File: src/rtl/reg_write_arbiter_pkg.sv
// Shared definitions for the register-file writeback arbiter.
//   DATA_WIDTH / ADDR_WIDTH : write data and register index widths
//   NUM_REGS                : register file depth
//   ZERO_REG                : hard-zero register; writes to it are discarded
//   wb_req_t                : one buffered write {register index, data}
//   age_rel_e               : relative age of the two holding slots
package reg_write_arbiter_pkg;

    localparam int DATA_WIDTH = 64;
    localparam int ADDR_WIDTH = 5;
    localparam int NUM_REGS   = 32;
    localparam logic [ADDR_WIDTH-1:0] ZERO_REG = 5'd31;

    typedef struct packed {
        logic [ADDR_WIDTH-1:0] idx;
        logic [DATA_WIDTH-1:0] data;
    } wb_req_t;

    // Only meaningful while both slots are full.
    typedef enum logic [1:0] {
        AGE_EQUAL   = 2'd0,
        AGE_A_OLDER = 2'd1,
        AGE_B_OLDER = 2'd2
    } age_rel_e;

    function automatic logic [NUM_REGS-1:0] reg_onehot(input logic [ADDR_WIDTH-1:0] idx);
        logic [NUM_REGS-1:0] oh;
        oh      = '0;
        oh[idx] = 1'b1;
        return oh;
    endfunction

endpackage

File: src/rtl/reg_write_arbiter_wb_hold_slot.sv
// Single-entry writeback holding buffer.
//   clk_i, rst_ni : clock, asynchronous active-low reset
//   flush_i       : empties the slot at the edge (highest priority)
//   load_i        : capture req_i at the edge (may coincide with a drain)
//   drain_i       : the held write is committed at this edge
//   req_i         : incoming {index, data}
//   full_o        : slot holds a write
//   reg_o, data_o : held index and data
//   mask_o        : one-hot of the held index, zero when empty
module wb_hold_slot
    import reg_write_arbiter_pkg::*;
(
    input  logic                  clk_i,
    input  logic                  rst_ni,
    input  logic                  flush_i,
    input  logic                  load_i,
    input  logic                  drain_i,
    input  wb_req_t               req_i,
    output logic                  full_o,
    output logic [ADDR_WIDTH-1:0] reg_o,
    output logic [DATA_WIDTH-1:0] data_o,
    output logic [NUM_REGS-1:0]   mask_o
);

    logic    full_q, full_d;
    wb_req_t req_q,  req_d;

    // A load on the same edge as a drain simply reloads the slot.
    always_comb begin
        full_d = full_q;
        req_d  = req_q;
        if (flush_i) begin
            full_d = 1'b0;
        end else if (load_i) begin
            full_d = 1'b1;
            req_d  = req_i;
        end else if (drain_i) begin
            full_d = 1'b0;
        end
    end

    always_ff @(posedge clk_i or negedge rst_ni) begin
        if (!rst_ni) begin
            full_q <= 1'b0;
            req_q  <= '0;
        end else begin
            full_q <= full_d;
            req_q  <= req_d;
        end
    end

    assign full_o = full_q;
    assign reg_o  = req_q.idx;
    assign data_o = req_q.data;
    assign mask_o = full_q ? reg_onehot(req_q.idx) : '0;

endmodule

File: src/rtl/reg_write_arbiter.sv
// Shares the register-file write port between the ALU writeback path (A)
// and the load writeback path (B). Each has a one-entry holding slot; full
// slots drain oldest-first, one per cycle, ties broken by a toggling pointer.
//   CLK, RESET_N              : clock, asynchronous active-low reset
//   FLUSH                     : drops both slots, blocks writes and handshakes
//   A_VALID/A_REG/A_DATA/A_READY : requester A handshake
//   B_VALID/B_REG/B_DATA/B_READY : requester B handshake
//   WRITE_REG/WRITE_DATA/REG_WRITE_ENABLE : register-file write port
//   PENDING_MASK              : registers targeted by a buffered write
module reg_write_arbiter
    import reg_write_arbiter_pkg::*;
(
    input  logic                  CLK,
    input  logic                  RESET_N,
    input  logic                  FLUSH,
    input  logic                  A_VALID,
    input  logic [ADDR_WIDTH-1:0] A_REG,
    input  logic [DATA_WIDTH-1:0] A_DATA,
    output logic                  A_READY,
    input  logic                  B_VALID,
    input  logic [ADDR_WIDTH-1:0] B_REG,
    input  logic [DATA_WIDTH-1:0] B_DATA,
    output logic                  B_READY,
    output logic [ADDR_WIDTH-1:0] WRITE_REG,
    output logic [DATA_WIDTH-1:0] WRITE_DATA,
    output logic                  REG_WRITE_ENABLE,
    output logic [NUM_REGS-1:0]   PENDING_MASK
);

    logic                  full_a, full_b;
    logic [ADDR_WIDTH-1:0] reg_a, reg_b;
    logic [DATA_WIDTH-1:0] data_a, data_b;
    logic [NUM_REGS-1:0]   mask_a, mask_b;
    wb_req_t               req_a, req_b;

    logic     grant_a, grant_b;
    logic     drain_a, drain_b;
    logic     load_a, load_b;
    logic     stay_a, stay_b;
    age_rel_e age_q, age_d;
    logic     rr_q, rr_d;

    assign req_a.idx  = A_REG;
    assign req_a.data = A_DATA;
    assign req_b.idx  = B_REG;
    assign req_b.data = B_DATA;

    // Grant: a lone full slot wins; with both full the older wins, and a
    // same-edge pair is ordered by the tie-break pointer (0 = A first).
    assign grant_a = full_a & (~full_b
                               | (age_q == AGE_A_OLDER)
                               | ((age_q == AGE_EQUAL) & ~rr_q));
    assign grant_b = full_b & ~grant_a;

    assign drain_a = grant_a & ~FLUSH;
    assign drain_b = grant_b & ~FLUSH;

    // A slot that is draining this edge can accept a replacement.
    assign A_READY = (~full_a | grant_a) & ~FLUSH;
    assign B_READY = (~full_b | grant_b) & ~FLUSH;

    // Writes to the hard-zero register complete the handshake but are
    // never buffered.
    assign load_a = A_VALID & A_READY & (A_REG != ZERO_REG);
    assign load_b = B_VALID & B_READY & (B_REG != ZERO_REG);

    // Slots still holding their old entry after this edge.
    assign stay_a = full_a & ~drain_a;
    assign stay_b = full_b & ~drain_b;

    always_comb begin
        age_d = age_q;
        if (FLUSH) begin
            age_d = AGE_EQUAL;
        end else if (load_a && load_b) begin
            age_d = AGE_EQUAL;
        end else if (load_a && stay_b) begin
            age_d = AGE_B_OLDER;
        end else if (load_b && stay_a) begin
            age_d = AGE_A_OLDER;
        end
    end

    // The pointer advances only when it actually decided a write.
    assign rr_d = rr_q ^ (full_a & full_b & (age_q == AGE_EQUAL) & ~FLUSH);

    always_ff @(posedge CLK or negedge RESET_N) begin
        if (!RESET_N) begin
            age_q <= AGE_EQUAL;
            rr_q  <= 1'b0;
        end else begin
            age_q <= age_d;
            rr_q  <= rr_d;
        end
    end

    wb_hold_slot u_slot_a (
        .clk_i   (CLK),
        .rst_ni  (RESET_N),
        .flush_i (FLUSH),
        .load_i  (load_a),
        .drain_i (drain_a),
        .req_i   (req_a),
        .full_o  (full_a),
        .reg_o   (reg_a),
        .data_o  (data_a),
        .mask_o  (mask_a)
    );

    wb_hold_slot u_slot_b (
        .clk_i   (CLK),
        .rst_ni  (RESET_N),
        .flush_i (FLUSH),
        .load_i  (load_b),
        .drain_i (drain_b),
        .req_i   (req_b),
        .full_o  (full_b),
        .reg_o   (reg_b),
        .data_o  (data_b),
        .mask_o  (mask_b)
    );

    assign REG_WRITE_ENABLE = (full_a | full_b) & ~FLUSH;

    always_comb begin
        WRITE_REG  = '0;
        WRITE_DATA = '0;
        if (grant_a) begin
            WRITE_REG  = reg_a;
            WRITE_DATA = data_a;
        end else if (grant_b) begin
            WRITE_REG  = reg_b;
            WRITE_DATA = data_b;
        end
    end

    assign PENDING_MASK = (mask_a | mask_b) & ~reg_onehot(ZERO_REG);

endmodule
File: config.mk
export PLATFORM = sky130hd
export DESIGN_NAME = reg_write_arbiter
export DESIGN_NICKNAME = d
export VERILOG_FILES = /design/src/rtl/reg_write_arbiter_pkg.sv /design/src/rtl/reg_write_arbiter_wb_hold_slot.sv /design/src/rtl/reg_write_arbiter.sv
export SDC_FILE = /design/constraint.sdc
export NUM_CORES = 1
export LEC_CHECK = 0
export CORE_ASPECT_RATIO = 2
export CORE_MARGIN = 4
export CORE_UTILIZATION = 37
export CTS_BUF_LIST = sky130_fd_sc_hd__clkbuf_8
export CTS_CLUSTER_SIZE = 12
export DETAILED_ROUTE_END_ITERATION = 8
export GPL_TIMING_DRIVEN = 1
export PLACE_DENSITY = 0.73
export SYNTH_ARGS = -nofsm -noshare
export SYNTH_HDL_FRONTEND = slang
export SYNTH_SLANG_ARGS = --single-unit
File: constraint.sdc
create_clock -name CLK -period 1.8 [get_ports CLK]
set_input_delay 0.36 -clock CLK [delete_from_list [all_inputs] [get_ports CLK]]
set_output_delay 0.36 -clock CLK [all_outputs]
set_load 0.02 [all_outputs]
==> results_dict.tcl <==
set metrics [dict create \
    ys.flop_type "dfrtp_1" \
    ant_nets 0 \
    synth_most_common_cell "dfrtp_1" \
    ys_warn_count 0 \
    crit_path_top_delay_cell "dfrtp_1" \
    wl_per_cell_um 22.4 \
    portBuffers 245 \
    crit_type "reg -> out" \
    rows 71 \
    root_buffer "clkbuf_8" \
    grt_first_pass_wirelength_mm 38.8 \
    synth_nets 763 \
    grt_pass1_vias 7016 \
    ys_types 40 \
    tritoncts "yes" \
    dp_hpwl_mm 17.1 \
    dp_cells 1142 \
    max_freq_mhz 419 \
    cellLeakagePower_nw 5.71 \
    p_per_area_nw_per_um2 829 \
    antenna_found_initial 7 \
    finish.instance_area_um2 12900 \
    violations "setup timing" \
    cts_buffers 17 \
    critical-path-max-stage-delay_ns 0.39 \
    cpMostUsedCell "buf_12" \
    drt-total-wl_mm 28.3 \
    synth_top_area_share 0.500 \
    slew_viol_final 0 \
    layout_setup_ws_ns -0.584 \
    r2r_end "u_slot_b.data_o[45]$_DFFE_PN0P_" \
    grt_usage 0.237 \
    fp.dieW_um 106 \
    arrival_ns 2.02 \
    cp.required_ns 1.44 \
    dpl-instance-area_um2 10700 \
    netlist_instances 620 \
    io_pins 247 \
    gr-total-overflow 0 \
    final_cells 1260 \
    worstReg2RegStart "rr_q$_DFF_PN0_" \
    synth_area_leaders "dfrtp_1, mux2_2, mux2i_1" \
    hold_path.class "in -> async" \
    fin_crit_ns 2.38 \
    vias 6391 \
    die_y_um 205 \
    initial_core_util 0.378 \
    critPathMaxFanout 5 \
    post-route-period-util 1.32 \
    irDropWorstVdd_v 0.000807 \
    h-tree-depth 4 \
    crit_buf_inv 4 \
    drive_above_1_share 0.539 \
    finalNetCount 1130 \
    clkLatencyLatePin_ns 0.44 \
    initialDrtViolationCount 203 \
    first_pass_iters 4 \
    cts.clk_slew.worst_paths_ns 0.08 \
    syn-mean-instance-area_um2 11.5 \
    drc 0 \
    max-clock-path-buffers 2 \
    coreArea_um2 18900 \
    grt_max_degree 43 \
    r2r_slack_ns -0.49 \
    die-area_um2 21800 \
    synth_enable_flop_cells 0 \
    ys_ff_latch 143 \
    synth_area_um2 7160 \
    critPathCaptureType "primary output" \
    routed_via_density 5.07 \
    reg2regPathDepth 11 \
    hold_viol 0 \
    skew_ns 0.0117 \
    worst_hold_slack_ns 0.414 \
    synth_seq_area_share 0.500 \
    max-cap-violations 0 \
    gp_congestion 0.901 \
    yosys.area.top_type "dfrtp_1" \
    setup_viol 243 \
    fill_cells 1367 \
    cp.depth 8 \
    crit_chain "nor2b_4, o21ai_2, nand2_4, buf_12, buf_12, buf_8, mux2i_2, buf_4" \
    status "finished with violations" \
    cts_sinks 143 \
    crit_family "buffers and inverters" \
    synth_common_cells "dfrtp_1, mux2_2, nand2_1" \
    area_delta_synth_final_pct 80.3 \
    start_kind "flip-flop" \
    ys_async_sr_fraction 1.00 \
    rsz0062_at_grt "yes" \
]
[registers in the layout, summed over array words and instances (netlist names)]
name             flops
age_q                2
rr_q                 1
u_slot_a.data_o     64
u_slot_a.full_o      1
u_slot_a.reg_o       5
u_slot_b.data_o     64
u_slot_b.full_o      1
u_slot_b.reg_o       5
[area by class of cell]
cell class                 count  area [µm²]  area share
antenna                        7        17.5     0.00136
clock buffer                  19         262      0.0203
clock inverter                11         141      0.0109
inverter                      68         255      0.0198
multi-input combinational    370        4190       0.324
sequential                   143        3580       0.277
tap                          255         319      0.0247
timing repair buffer         387        4150       0.321
[per-stage QoR]
stage	utilization	setup TNS (ns)	worst slack [ns]	total power, W
2_1_floorplan	-	-0.631	-0.0431	0.00576
3_3_place_gp	0.565	-85.43	-0.506	0.00704
3_5_place_dp	0.565	-89.11	-0.545	0.00712
4_1_cts	0.652	-76.68	-0.607	0.0104
5_1_grt	0.682	-112.27	-0.677	0.0112
6_report	0.682	-94.14	-0.584	0.0107
[where the power goes]
group | switching [W] | leakage (nW) | internal [W]
sequential | 0.000340 | 1.68 | 0.00374
combinational | 0.00172 | 3.83 | 0.00224
clock | 0.00124 | 0.199 | 0.00142
total | 0.00330 | 5.71 | 0.00740
[per-layer routing]
layer	global-route usage	routed length (µm)	up-vias
li1	-	-	2859
met1	0.233	9630	3223
met2	0.453	15900	229
met3	0.0363	1070	80
met4	0.145	1660	0
met5	0	0	-
[cells in the final DEF, fill, tap and decap left out, types with 2 or more instances in the layout]
master,instances
mux2_4,68
buf_16,2
nand3b_1,5
buf_12,26
and2_4,2
buf_4,117
nand3_1,8
o22a_1,4
bufinv_16,3
nand2_8,2
o22ai_2,10
buf_6,82
clkinvlp_4,3
nand2b_4,2
mux2i_1,5
clkbuf_16,6
nor2_2,2
buf_8,11
o211ai_1,3
mux2_2,68
clkbuf_8,19
nand2_4,2
or3b_4,3
dfrtp_1,140
clkinv_2,4
clkdlybuf4s50_1,141
o22ai_4,21
nand4_1,2
nand2_1,73
mux2i_2,50
nor2_1,4
nand3_2,3
nor2_4,4
diode_2,7
inv_1,67
mux2i_4,12
dfrtp_2,3
[cell families after synthesis]
family                 after synthesis  share of synthesized area
AO/OA/AOI/OAI                       47                     0.0461
XOR/XNOR                             1                    0.00122
buffers and inverters              107                     0.0655
flip-flops                         143                      0.500
multiplexers                       203                      0.311
other                                1                   0.000524
AND/OR/NAND/NOR                    118                     0.0757
[worst register-to-register path, delay by kind of cell, from the launching register on]
family          cells  cell delay (ns)
simple gates        2             0.28
buf+inv             7             0.91
compound gates      1             0.32
mux                 1             0.27
flops               1             0.39
[repair_timing]
action                                  in CTS  in global routing
endpoints found under the setup margin     243                243
gates cloned                                 9                  9
gates resized for setup                    687                100
hold endpoints to repair                    37                  0
hold buffers                                 1                  0
pin swaps                                   15                 19
setup buffers                               51                 29
[worst max path at each step]
stage	start	endpoint	slack, ns
2_1_floorplan	age_q[0]$_DFFE_PN0P_	WRITE_DATA[55]	-0.04
4_1_cts	rr_q$_DFF_PN0_	WRITE_DATA[0]	-0.61
3_5_place_dp	u_slot_a.full_o$_DFFE_PN0P_	PENDING_MASK[16]	-0.55
6_report	rr_q$_DFF_PN0_	WRITE_DATA[6]	-0.58
5_1_grt	rr_q$_DFF_PN0_	WRITE_DATA[31]	-0.68
3_3_place_gp	u_slot_a.full_o$_DFFE_PN0P_	PENDING_MASK[16]	-0.51
Note: power is estimated with default switching activity, not from simulation.
